<file path="src/rtl/vluint_decoder_if.sv">
// Request/result handshake and RAM read port of the variable-length integer decoder.
// slave is the decoder's view; master is the requester plus RAM side.
interface vluint_decoder_if #(
  parameter int ADDR_W = 16,
  parameter int OUT_W  = 32
);
  logic              start;
  logic [ADDR_W-1:0] addr;
  logic              signed_mode;
  logic              busy;
  logic              done;
  logic [OUT_W-1:0]  data;
  logic [ADDR_W-1:0] addr_out;
  logic              err;
  logic [ADDR_W-1:0] mem_addr;
  logic              mem_rd;
  logic [7:0]        mem_rdata;

  modport slave (
    input  start, addr, signed_mode, mem_rdata,
    output busy, done, data, addr_out, err, mem_addr, mem_rd
  );

  modport master (
    output start, addr, signed_mode, mem_rdata,
    input  busy, done, data, addr_out, err, mem_addr, mem_rd
  );
endinterface

</file>
<file path="src/rtl/vluint_decoder.sv">
// LEB128-style decoder: fetches 7-bit groups from a synchronous RAM, 2 cycles per byte,
// with optional sign extension and overflow/over-length reporting.
module vluint_decoder #(
  parameter int ADDR_W    = 16,
  parameter int OUT_W     = 32,
  parameter int MAX_BYTES = (OUT_W + 6) / 7
) (
  input  logic            clk,
  input  logic            reset,
  vluint_decoder_if.slave bus
);
  localparam int KW     = $clog2(MAX_BYTES + 1);
  // Wide enough that every payload bit of every accepted byte has a position, plus one
  // so the dropped-bit slice above OUT_W is never empty.
  localparam int WIDE_W = ((7 * MAX_BYTES > OUT_W) ? 7 * MAX_BYTES : OUT_W) + 1;
  localparam int HI_W   = WIDE_W - OUT_W;

  typedef enum logic [1:0] {S_IDLE, S_FETCH, S_WAIT, S_DONE} state_t;

  state_t            state;
  state_t            state_nxt;
  logic [ADDR_W-1:0] cur_addr;
  logic              sign_q;
  logic [OUT_W-1:0]  acc;
  logic [KW-1:0]     k;
  logic              drop_one;
  logic              drop_zero;
  logic [OUT_W-1:0]  data_q;
  logic [ADDR_W-1:0] addr_out_q;
  logic              err_q;

  int                shamt;
  logic [WIDE_W-1:0] byte_wide;
  logic [HI_W-1:0]   drop_bits;
  logic [HI_W-1:0]   drop_mask;
  logic              any_one;
  logic              any_zero;
  logic              over_len;
  logic              last_byte;
  logic [OUT_W-1:0]  val_nxt;
  logic              err_nxt;

  function automatic logic [OUT_W-1:0] sign_ext_mask(input int nbits);
    logic [OUT_W-1:0] m;
    for (int i = 0; i < OUT_W; i++) m[i] = (i >= nbits);
    return m;
  endfunction

  // Signed results tolerate dropped bits only if they all replicate the final sign bit.
  function automatic logic overflow_err(input logic sm, input logic msb,
                                        input logic ones, input logic zeros);
    return (sm && msb) ? zeros : ones;
  endfunction

  // WAIT datapath: place the returned byte at bit 7k and classify what falls off the top
  always_comb begin
    shamt     = 7 * int'(k);
    byte_wide = WIDE_W'(bus.mem_rdata[6:0]) << shamt;
    drop_bits = HI_W'(byte_wide >> OUT_W);
    drop_mask = HI_W'((WIDE_W'(7'h7f) << shamt) >> OUT_W);
    any_one   = drop_one | (|drop_bits);
    any_zero  = drop_zero | (|(drop_mask & ~drop_bits));
    over_len  = bus.mem_rdata[7] && (int'(k) + 1 == MAX_BYTES);
    last_byte = !bus.mem_rdata[7] || over_len;
    val_nxt   = acc | byte_wide[OUT_W-1:0];
    if (sign_q && bus.mem_rdata[6]) val_nxt = val_nxt | sign_ext_mask(shamt + 7);
    err_nxt   = over_len | overflow_err(sign_q, val_nxt[OUT_W-1], any_one, any_zero);
  end

  always_ff @(posedge clk) begin
    if (!reset) state <= S_IDLE;
    else        state <= state_nxt;
  end

  always_comb begin
    state_nxt  = state;
    bus.mem_rd = 1'b0;
    bus.busy   = 1'b0;
    bus.done   = 1'b0;
    case (state)
      S_IDLE:  if (bus.start) state_nxt = S_FETCH;
      S_FETCH: begin
        bus.mem_rd = 1'b1;
        bus.busy   = 1'b1;
        state_nxt  = S_WAIT;
      end
      S_WAIT: begin
        bus.busy  = 1'b1;
        state_nxt = last_byte ? S_DONE : S_FETCH;
      end
      S_DONE: begin
        bus.done  = 1'b1;
        state_nxt = S_IDLE;
      end
      default: state_nxt = S_IDLE;
    endcase
  end

  // Address pointer and result registers; results change only when a decode completes
  always_ff @(posedge clk) begin
    if (!reset) begin
      cur_addr   <= '0;
      data_q     <= '0;
      addr_out_q <= '0;
      err_q      <= 1'b0;
    end else begin
      if (state == S_IDLE && bus.start) cur_addr <= bus.addr;
      if (state == S_WAIT) begin
        cur_addr <= cur_addr + ADDR_W'(1);
        if (last_byte) begin
          data_q     <= val_nxt;
          addr_out_q <= cur_addr + ADDR_W'(1);
          err_q      <= err_nxt;
        end
      end
    end
  end

  // Accumulator state is cleared on every accepted start, so it needs no reset
  always_ff @(posedge clk) begin
    if (state == S_IDLE && bus.start) begin
      sign_q    <= bus.signed_mode;
      acc       <= '0;
      k         <= '0;
      drop_one  <= 1'b0;
      drop_zero <= 1'b0;
    end else if (state == S_WAIT) begin
      acc       <= acc | byte_wide[OUT_W-1:0];
      k         <= k + KW'(1);
      drop_one  <= any_one;
      drop_zero <= any_zero;
    end
  end

  assign bus.mem_addr = cur_addr;
  assign bus.data     = data_q;
  assign bus.addr_out = addr_out_q;
  assign bus.err      = err_q;
endmodule

</file>
<file path="src/flat_wrapper.sv">
// flat-port wrapper written by rule: the top's interface ports become plain ports
module vluint_decoder_flat 
#(
  parameter int ADDR_W    = 16,
  parameter int OUT_W     = 32,
  parameter int MAX_BYTES = (OUT_W + 6) / 7
)
  (clk, reset, bus_start, bus_addr, bus_signed_mode, bus_mem_rdata, bus_busy, bus_done, bus_data, bus_addr_out, bus_err, bus_mem_addr, bus_mem_rd);
  vluint_decoder_if #(.ADDR_W(ADDR_W), .OUT_W(OUT_W)) bus_i ();
  input  logic clk;
  input  logic reset;
  input wire logic [$bits(bus_i.start)-1:0] bus_start;
  input wire logic [$bits(bus_i.addr)-1:0] bus_addr;
  input wire logic [$bits(bus_i.signed_mode)-1:0] bus_signed_mode;
  input wire logic [$bits(bus_i.mem_rdata)-1:0] bus_mem_rdata;
  output wire logic [$bits(bus_i.busy)-1:0] bus_busy;
  output wire logic [$bits(bus_i.done)-1:0] bus_done;
  output wire logic [$bits(bus_i.data)-1:0] bus_data;
  output wire logic [$bits(bus_i.addr_out)-1:0] bus_addr_out;
  output wire logic [$bits(bus_i.err)-1:0] bus_err;
  output wire logic [$bits(bus_i.mem_addr)-1:0] bus_mem_addr;
  output wire logic [$bits(bus_i.mem_rd)-1:0] bus_mem_rd;
  assign bus_i.start = bus_start;
  assign bus_i.addr = bus_addr;
  assign bus_i.signed_mode = bus_signed_mode;
  assign bus_i.mem_rdata = bus_mem_rdata;
  assign bus_busy = bus_i.busy;
  assign bus_done = bus_i.done;
  assign bus_data = bus_i.data;
  assign bus_addr_out = bus_i.addr_out;
  assign bus_err = bus_i.err;
  assign bus_mem_addr = bus_i.mem_addr;
  assign bus_mem_rd = bus_i.mem_rd;
  vluint_decoder #(.ADDR_W(ADDR_W), .OUT_W(OUT_W), .MAX_BYTES(MAX_BYTES)) u_core (.clk(clk), .reset(reset), .bus(bus_i));
endmodule
</file>
<file path="config.mk">
export PLATFORM = sky130hd
export DESIGN_NAME = vluint_decoder_flat
export DESIGN_NICKNAME = d
export VERILOG_FILES = /design/src/rtl/vluint_decoder_if.sv /design/src/rtl/vluint_decoder.sv /design/src/flat_wrapper.sv
export SDC_FILE = /design/constraint.sdc
export NUM_CORES = 1
export LEC_CHECK = 0
export CORE_MARGIN = 5
export CORE_UTILIZATION = 30
export CTS_CLUSTER_DIAMETER = 40
export DETAILED_ROUTE_END_ITERATION = 16
export GPL_ROUTABILITY_DRIVEN = 0
export SETUP_SLACK_MARGIN = 0.3
export SKIP_CTS_REPAIR_TIMING = 1
export SLEW_MARGIN = 20
export SYNTH_ARGS = -nofsm -noshare
export SYNTH_HDL_FRONTEND = slang
export SYNTH_SLANG_ARGS = --single-unit
</file>
<file path="constraint.sdc">
create_clock -name clk -period 3 [get_ports clk]
set_input_delay 0.45 -clock clk [delete_from_list [all_inputs] [get_ports clk]]
set_output_delay 0.45 -clock clk [all_outputs]
set_load 0.05 [all_outputs]
</file>
==> reports/metrics.yaml, run 1 <==
cp_max_fo: 5
final_common_cell: "dfxtp_1"
rows: 48
min_from: "u_core.acc[27]$_SDFFE_PP0P_"
post_drt_wl_per_cell_um: 18.5
fin_total_pwr_w: 0.00543
via_per_inst: 5.40
ys_types: 63
rsz0062_at_grt: "true"
initial_core_util_pct: 30.6
r2r-start: "u_core.k[1]$_SDFFE_PP0P_"
clk_latency_ps: 360
cap_violations: 0
grt_pass1_vias: 4855
synth-edff-count: 1
outcome: "finished, final reports clean"
dpl_cell_area_mm2: 0.00658
setup_slack_ps: 170
syn_inst: 634
vias: 5150
cts_tree: "built"
cts_sinks: 105
drc: 0
postRouteAntennaNets: 0
root_buffer: "clkbuf_16"
h-tree-depth: 3
critPathSlowestCell: "fa_1"
synth_fp_nets: 684
fp.dieH_um: 143
final_cell_area_mm2: 0.00712
area_growth_pct: 34.4
fmax_mhz: 353
ys_async_sr_fraction_pct: 0
antenna_found_initial: 0
io-pin-count: 96
portBuffers: 95
ff_latch_area_mm2: 0.00212
endpoint_kind: "flip-flop"
startpoint_type: "flip-flop"
die_w_um: 143
cpPeakStageDelay_ps: 560
grt-ovfl-total: 0
hpwlAfterDp_um: 12500
dpl_worst_slack_ps: 132
drt_wl_total_um: 17600
dieArea_mm2: 0.0204
final_cell_mix: "dfxtp_1, clkdlybuf4s50_1, nor2_1, o21ai_0, a21oi_1"
grt_pass1_wl_um: 27400
fin_crit_ps: 2830
drtIter0Drc: 366
synthFlopType: "dfxtp_1"
track_usage_pct: 16.9
critical_path_class: "reg2reg"
synth_seq_cells: 105
slew_viol_final: 0
finalSetupViolCount: 0
numCtsBuffers: 9
period_share_pct: 94.3
yosys_warnings: 0
power_density_mw_per_mm2: 763
hold_violations: 0
drive_above_1_share_pct: 14.0
peakVddDrop_uv: 376
crit_start: "u_core.k[1]$_SDFFE_PP0P_"
layout.nets: 774
core_area_mm2: 0.0173
cts_buffer_depth: 2
crit_required_ps: 3280
clk_pin_slew_ps: 80
worst_pin_slew_ps: 860
diodes: 0
cp.arrival_ps: 3110
multi_input_area_mm2: 0.00316
finalSetupTns_ps: 0
p_leak_nw: 2.50
netlist_area_mm2: 0.00530
fillCellCount: 1741
crit_chain: "fa_1 > ha_4 > inv_2 > fa_2 > or4_4 > o22ai_2 > nand3_1 > a41oi_2"
grt_start_max_net_pins: 70
relSlewSlack_pct: 42.3
skew_ps: 8.86
dr.pass1.iters: 5
min_path_type: "reg2reg"
utilization_pct: 41.2
postSynthAreaPerCell_um2: 8.36
yosysSeqAreaShare_pct: 39.9
==> synthesized netlist by cell type, drive strengths merged, types with 2 or more instances <==
library cell,count,area (um^2)
o31ai,2,15.0
nor4,2,12.5
o21ai,61,305
nand3,20,105
o21a,4,30.0
nor2,80,300
a21o,5,40.0
a211oi,34,255
a41oi,4,35.0
inv,10,37.5
o211a,3,30.0
nor3,11,75.1
nand3b,4,30.0
a2111oi,3,45.0
nand4,4,25.0
nor4b,2,17.5
mux2,2,26.3
and4,2,17.5
dfxtp,104,2080
a311oi,11,96.3
a31oi,21,131
nand2b,5,31.3
xor2,7,68.8
clkinv,2,7.51
nor2b,8,50.1
and3,13,81.3
a31o,2,17.5
nand2,45,169
a21oi,51,255
or4,2,18.8
nor3b,2,15.0
buf,16,98.8
fa,3,60.1
or2,2,12.5
o22ai,2,12.5
xnor2,14,123
clkbuf,31,118
ha,19,238
and2,4,25.0
mux2i,4,40.0
==> metal layers <==
metal  wire, um  track usage (%)
met5          0                0
met4        328             3.90
met3       1480             4.39
met2       7860             26.4
met1       7980             23.6
==> critical path: cells and delay by family, from the launching register on <==
| family | cells | cell delay (ps) |
|---|---|---|
| adders and majority gates | 3 | 1240 |
| and+or+nand+nor | 2 | 670 |
| AOI/OAI and AO/OA | 2 | 460 |
| DFF | 1 | 360 |
| buffers and inverters | 1 | 40 |
==> power by group <==
part	internal [W]	leakage, nW	switching [W]
Clock	0.000648	0.138	0.000543
Sequential	0.00156	0.856	0.000146
Combinational	0.000907	1.51	0.00164
Total	0.00311	2.50	0.00232
==> cells by family after synthesis <==
logic type,count (synthesis),synth area share [%]
mux,6,1.25
flops,105,39.9
compound gates,211,25.3
fa+ha+maj,22,5.62
simple gates,210,19.4
buf+inv,59,4.94
xor+xnor,21,3.61
==> stage by stage <==
step / std cells / hold slack [ps]
global placement: 934 / 450
floorplan: 634 / 437
detailed placement: 934 / 456
finish: 954 / 467
global route: 954 / 491
CTS: 950 / 473
==> area by class of cell <==
cell class | instances | area share [%]
clock buffers | 11 | 3.27
clock inverters | 5 | 0.773
inverters | 12 | 0.685
multi-input cells | 470 | 44.4
flip-flops and latches | 105 | 29.8
well taps | 225 | 3.95
repair buffers | 126 | 17.1
==> state kept, by name, summed over array words and instances (netlist names) <==
name,flops
u_core.acc,32
u_core.bus.addr_out,16
u_core.bus.data,32
u_core.bus.err,1
u_core.bus.mem_addr,16
u_core.drop_one,1
u_core.drop_zero,1
u_core.k,3
u_core.sign_q,1
u_core.state,2
==> worst paths after layout <==
check	end	slack, ps	cells after the start
hold reg to reg	u_core.acc[27]$_SDFFE_PP0P_	470	2
setup reg to reg	u_core.bus.data[9]$_SDFFE_PN0P_	170	8
setup / recovery	u_core.bus.data[9]$_SDFFE_PN0P_	170	8
hold / removal	u_core.acc[27]$_SDFFE_PP0P_	470	2
Note: power is estimated with default switching activity, not from simulation.
==> run 2: changes to the inputs <==
- CORE_UTILIZATION: 30 -> 48
- PLACE_DENSITY: unset -> 0.77
==> run 2 against run 1 <==
  * Sequential power hardly changed
  * Setup slack worse by 82 ps
  * Critical path depth stayed put
  * Highest routed layer unchanged
  * Critical path type unchanged
  * Flip-flop and latch count did not move
  * Critical endpoint is now u_core.bus.data[13]$_SDFFE_PN0P_
  * Power down 5.6%
  * Count of clock-buffer cells in the layout is 2 lower
  * Fmax fell by 2.8%
  * Register-to-register slack lost 80 ps
==> reports/metrics.yaml, run 2 (synthesis gave the netlist of run 1 again) <==
root_buffer: "clkbuf_8"  # was clkbuf_16
antenna_found_initial: 0  # unchanged
track_usage_pct: 24.1  # was 16.9%
fillCellCount: 914  # was 1741
r2r-start: "u_core.k[0]$_SDFFE_PP0P_"  # was u_core.k[1]$_SDFFE_PP0P_
finalSetupTns_ps: 0  # unchanged
peakVddDrop_uv: 368  # was 376 uV
grt_pass1_wl_um: 25600  # was 27400 um
cp_max_fo: 7  # was 5
vias: 5353  # was 5150
p_leak_nw: 2.46  # was 2.50 nW
cap_violations: 0  # unchanged
period_share_pct: 97.1  # was 94.3%
slew_viol_final: 0  # unchanged
min_path_type: "reg2reg"  # unchanged
final_cell_mix: "dfxtp_1, clkdlybuf4s50_1, nor2_1, o21ai_0, a21oi_1"  # unchanged
io-pin-count: 96  # unchanged
diodes: 0  # unchanged
cp.arrival_ps: 3210  # was 3110 ps
worst_pin_slew_ps: 770  # was 860 ps
utilization_pct: 63.5  # was 41.2%
skew_ps: 11.0  # was 8.86 ps
fin_crit_ps: 2910  # was 2830 ps
grt_start_max_net_pins: 67  # was 70
layout.nets: 776  # was 774
fp.dieH_um: 115  # was 143 um
dp.cells: 846  # was 934
core_area_mm2: 0.0108  # was 0.0173 mm^2
grt_pass1_vias: 4999  # was 4855
initial_core_util_pct: 48.9  # was 30.6%
final_common_cell: "dfxtp_1"  # unchanged
dr.pass1.iters: 6  # was 5
drc: 0  # unchanged
drtIter0Drc: 656  # was 366
min_from: "u_core.acc[27]$_SDFFE_PP0P_"  # unchanged
crit_start: "u_core.k[0]$_SDFFE_PP0P_"  # was u_core.k[1]$_SDFFE_PP0P_
cts_tree: "built"  # unchanged
fmax_mhz: 343  # was 353 MHz
power_density_mw_per_mm2: 745  # was 763 mW/mm^2
via_per_inst: 6.15  # was 5.40
finalSetupViolCount: 0  # unchanged
hpwlAfterDp_um: 11700  # was 12500 um
area_growth_pct: 30.0  # was 34.4%
portBuffers: 95  # unchanged
outcome: "finished, final reports clean"  # unchanged
critPathSlowestCell: "fa_1"  # unchanged
hold_ws_ps: 487  # was 467 ps
postRouteAntennaNets: 0  # unchanged
dpl_worst_slack_ps: 79.6  # was 132 ps
die_w_um: 115  # was 143 um
startpoint_type: "flip-flop"  # unchanged
numCtsBuffers: 9  # unchanged
critical_path_class: "reg2reg"  # unchanged
crit_required_ps: 3300  # was 3280 ps
clk_pin_slew_ps: 110  # was 80 ps
rsz0062_at_grt: "true"  # unchanged
rows: 38  # was 48
post_drt_wl_per_cell_um: 19.3  # was 18.5 um
setup_slack_ps: 87.5  # was 170 ps
hold_violations: 0  # unchanged
relSlewSlack_pct: 48.4  # was 42.3%
clk_latency_ps: 380  # was 360 ps
dieArea_mm2: 0.0132  # was 0.0204 mm^2
grt-ovfl-total: 0  # unchanged
cts_sinks: 105  # unchanged
drive_above_1_share_pct: 14.2  # was 14.0%
fin_cells: 871  # was 954
h-tree-depth: 3  # unchanged
crit_chain: "fa_1 > ha_2 > inv_2 > fa_2 > or4_4 > o22ai_2 > nand3_1 > a41oi_2"  # was fa_1 > ha_4 > inv_2 > fa_2 > or4_4 > o22ai_2 > nand3_1 > a41oi_2
endpoint_kind: "flip-flop"  # unchanged
cts_buffer_depth: 2  # unchanged
cpPeakStageDelay_ps: 550  # was 560 ps
worst-path-buf-inv: 1  # unchanged
drt_wl_total_um: 16800  # was 17600 um
crit_family: "adder cells"  # unchanged
-- run 2: cell count changes in the layout (fill, tap and decap cells not counted), sizes merged --
cell / before / now
inv: 10 / 11
clkinv: 4 / 5
clkbuf: 11 / 9
clkinvlp: 2 / 3
buf: 31 / 33
bufinv: 1 / 0
-- run 2: stage by stage --
stage,power [W],instance area [um^2]
global route,0.00537,6890
floorplan,0.00328,5340
detailed placement,0.00396,6450
CTS,0.00480,6640
finish,0.00513,6890
global placement,0.00390,6450
-- run 2: area by class of cell --
class / count / area [um^2] / share of cell area [%]
clock inverter: 7 / 65.1 / 0.945
sequential: 105 / 2120 / 30.8
inverter: 12 / 48.8 / 0.708
timing repair buffer: 128 / 1230 / 17.8
multi-input combinational: 470 / 3130 / 45.4
clock buffer: 9 / 124 / 1.80
tap: 140 / 175 / 2.54
-- run 2: worst paths after layout --
kind | endpoint | slack [ps] | cells past startpoint
setup / recovery | u_core.bus.data[13]$_SDFFE_PN0P_ | 90 | 8
hold / removal | u_core.acc[27]$_SDFFE_PP0P_ | 490 | 2
setup reg to reg | u_core.bus.data[13]$_SDFFE_PN0P_ | 90 | 8
hold reg to reg | u_core.acc[27]$_SDFFE_PP0P_ | 490 | 2
-- run 2: worst register-to-register path: cells and delay by family (launching register included) --
family | cells | cell delay, ps
buffers and inverters | 1 | 50
flip-flops | 1 | 360
AND/OR/NAND/NOR | 2 | 650
AO/OA/AOI/OAI | 2 | 490
adder cells (fa/ha/maj) | 3 | 1300
-- run 2: routing by layer --
layer  vias to the layer above  track usage (%)  wire, um
li1                       2474                -         -
met1                      2503             31.4      6890
met2                       304             38.5      7830
met3                        72             4.11      1270
met4                         0             12.1       791
met5                         -                0         0
-- run 2: power breakdown --
part	total, W	switching, W	leakage (nW)	internal (W)
clock network	0.000854	0.000536	0.0905	0.000318
registers	0.00170	0.000148	0.856	0.00155
logic	0.00257	0.00164	1.51	0.000929
==> variant: new RTL, flow settings as in run 2 <==
Encoding of `state_t`: now one-hot (4 bits for 4 states).
--- a/src/rtl/vluint_decoder.sv
+++ b/src/rtl/vluint_decoder.sv
@@ -15,7 +15,7 @@
   localparam int WIDE_W = ((7 * MAX_BYTES > OUT_W) ? 7 * MAX_BYTES : OUT_W) + 1;
   localparam int HI_W   = WIDE_W - OUT_W;
 
-  typedef enum logic [1:0] {S_IDLE, S_FETCH, S_WAIT, S_DONE} state_t;
+  typedef enum logic [3:0] {S_IDLE = 4'b0001, S_FETCH = 4'b0010, S_WAIT = 4'b0100, S_DONE = 4'b1000} state_t;
 
   state_t            state;
   state_t            state_nxt;
Formal check against the unedited RTL: same outputs for any inputs over 4 cycles, from zero or initial values and one cycle with reset low; so few cycles prove little.
==> variant against run 2 <==
  * Final cell count up 0.23%
  * Global-route usage down 0.14 points
  * First-iteration DRC count up 14%
  * Synthesized area down 1.0%
  * Design area down 1.8%
  * Die area down 0.95%
  * Setup slack worse by 0.054 ns
  * Wire length down 2.5%
  * Sequential cell count up 2
Power is not compared: it rests on default switching activity, and its combinational part moved more than twofold at a synthesized area within 25%.
==> variant: results (changes against run 2) <==
metric,value,unit,change
portBuffers,95,,unchanged
synth_compound_area_share,24.56,%,-0.78 points
p_leak,2.375,nW,
synth_edf_count,1,,unchanged
hold_path.class,flip-flop to flip-flop,,
cp.arrival,3.26,ns,+0.05 ns
worstPathMaxFanout,8,,+1
hpwl,11.42,mm,-2.3%
synth_ff_type,dfxtp_1,,
cts.htree.levels,3,,unchanged
antenna_cells,0,,unchanged
p_int,1.973,mW,
drt_first_pass_iters,6,,unchanged
clk_latency,0.38,ns,about the same
status,"complete, no violations",,
wl_per_cell,18.75,µm,-2.7%
grt_start_max_net_pins,68,,+1.5%
cts_inserted_buffers,9,,unchanged
synthTopCellsByCount,"106 x dfxtp_1, 94 x nor2_1, 59 x a21oi_1",,
yosys.cell_types.count,66,,+4.8%
use_met1,31.39,%,-0.044 points
vias_per_cell,6.149,,about the same
synthAdderAreaFrac,4.726,%,-0.90 points
synth_mux_area_share,0.5728,%,-0.68 points
tightest_slew,0.9404,ns,+0.1700 ns
cts_root_buf,clkbuf_8,,
fin_skew,0.01569,ns,+0.004662 ns
first_global_vias,4879,,-2.4%
grt_use_met2,39.54,%,+1.0 points
seq_area_frac_synth,41.05,%,+1.2 points
grt_pass1_wl,25.11,mm,-1.9%
synthTopCellsByArea,"dfxtp_1 40%, nor2_1 6.7%, a21oi_1 5.6%, ha_1 3.6%, nor3_1 3.2%",,
postRouteAntennaNets,0,,unchanged
grt.total_usage,23.97,%,-0.14 points
clock_path_buffers,2,,unchanged
dp_slack,0.07440,ns,-0.005238 ns
syn_nets,676,,-1.2%
synth_xor_area_share,3.341,%,-0.27 points
async_flop_share,0,%,unchanged
drive_gt1_share,11.19,%,-3.0 points
antenna_found_initial,0,,unchanged
powerDensity,406.2,mW/mm²,
drt_iter0_drc,748,,+14%
gr-usage-met3,4.334,%,+0.23 points
synth_warnings,0,,unchanged
finalNetCount,774,,-0.26%
nFillCells,924,,+1.1%
clk_pin_slew,0.10,ns,
vdd.ir_drop.worst,303.0,µV,
-- variant: through the flow --
step	instance area, µm²	cells	utilization, %
after floorplan	5288	630	-
after global placement	6404	846	59.33
after detailed placement	6404	846	59.33
after CTS	6611	862	61.26
after global routing	6766	873	62.69
final	6766	873	62.69
-- variant: area by class of cell --
cell class / instances / share of cell area [%]
multi-input combinational: 465 / 43.18
clock inverter: 6 / 1.183
clock buffer: 10 / 1.886
timing repair buffer: 129 / 18.29
inverter: 16 / 0.9985
sequential: 107 / 31.88
tap: 140 / 2.589
-- variant: final timing paths --
| kind | start | to | slack, ns | depth (start not counted) |
|---|---|---|---|---|
| setup / recovery | u_core.k[1] | u_core.bus.data[25] | 0.03 | 9 |
| hold / removal | u_core.acc[22] | u_core.acc[22] | 0.49 | 2 |
| setup reg to reg | u_core.k[1] | u_core.bus.data[25] | 0.03 | 9 |
| hold reg to reg | u_core.acc[22] | u_core.acc[22] | 0.49 | 2 |
-- variant: layer usage --
layer  share of wire [%]  up-vias
li1                    -     2482
met1                  40     2523
met2                  48      313
met3                 9.0       50
met4                 2.6        0
met5                   0        -
-- variant: power by group through the flow --
stage / Clock [mW] / Combinational, mW / Sequential [mW]
floorplan: 0 / 0.132 / 1.57
global placement: 0 / 0.321 / 1.51
detailed placement: 0 / 0.325 / 1.51
CTS: 0.949 / 0.327 / 1.48
global route: 1.02 / 0.351 / 1.48
finish: 0.937 / 0.332 / 1.48
-- variant: kinds of logic after synthesis --
| logic type | count (synthesis) |
|---|---|
| AND/OR/NAND/NOR | 225 |
| XOR/XNOR | 20 |
| buffers and inverters | 58 |
| flip-flops | 107 |
| multiplexers | 3 |
| AO/OA/AOI/OAI | 199 |
| adder cells (fa/ha/maj) | 18 |
-- variant: worst max-delay path, stage by stage, from the launching register on --
cell and delay [ns]:
dfxtp_2 0.35, fa_1 0.55, ha_2 0.19, inv_2 0.04
fa_2 0.65, o31a_1 0.27, or2_4 0.20, nand2_2 0.07
or3b_1 0.41, a41oi_2 0.16
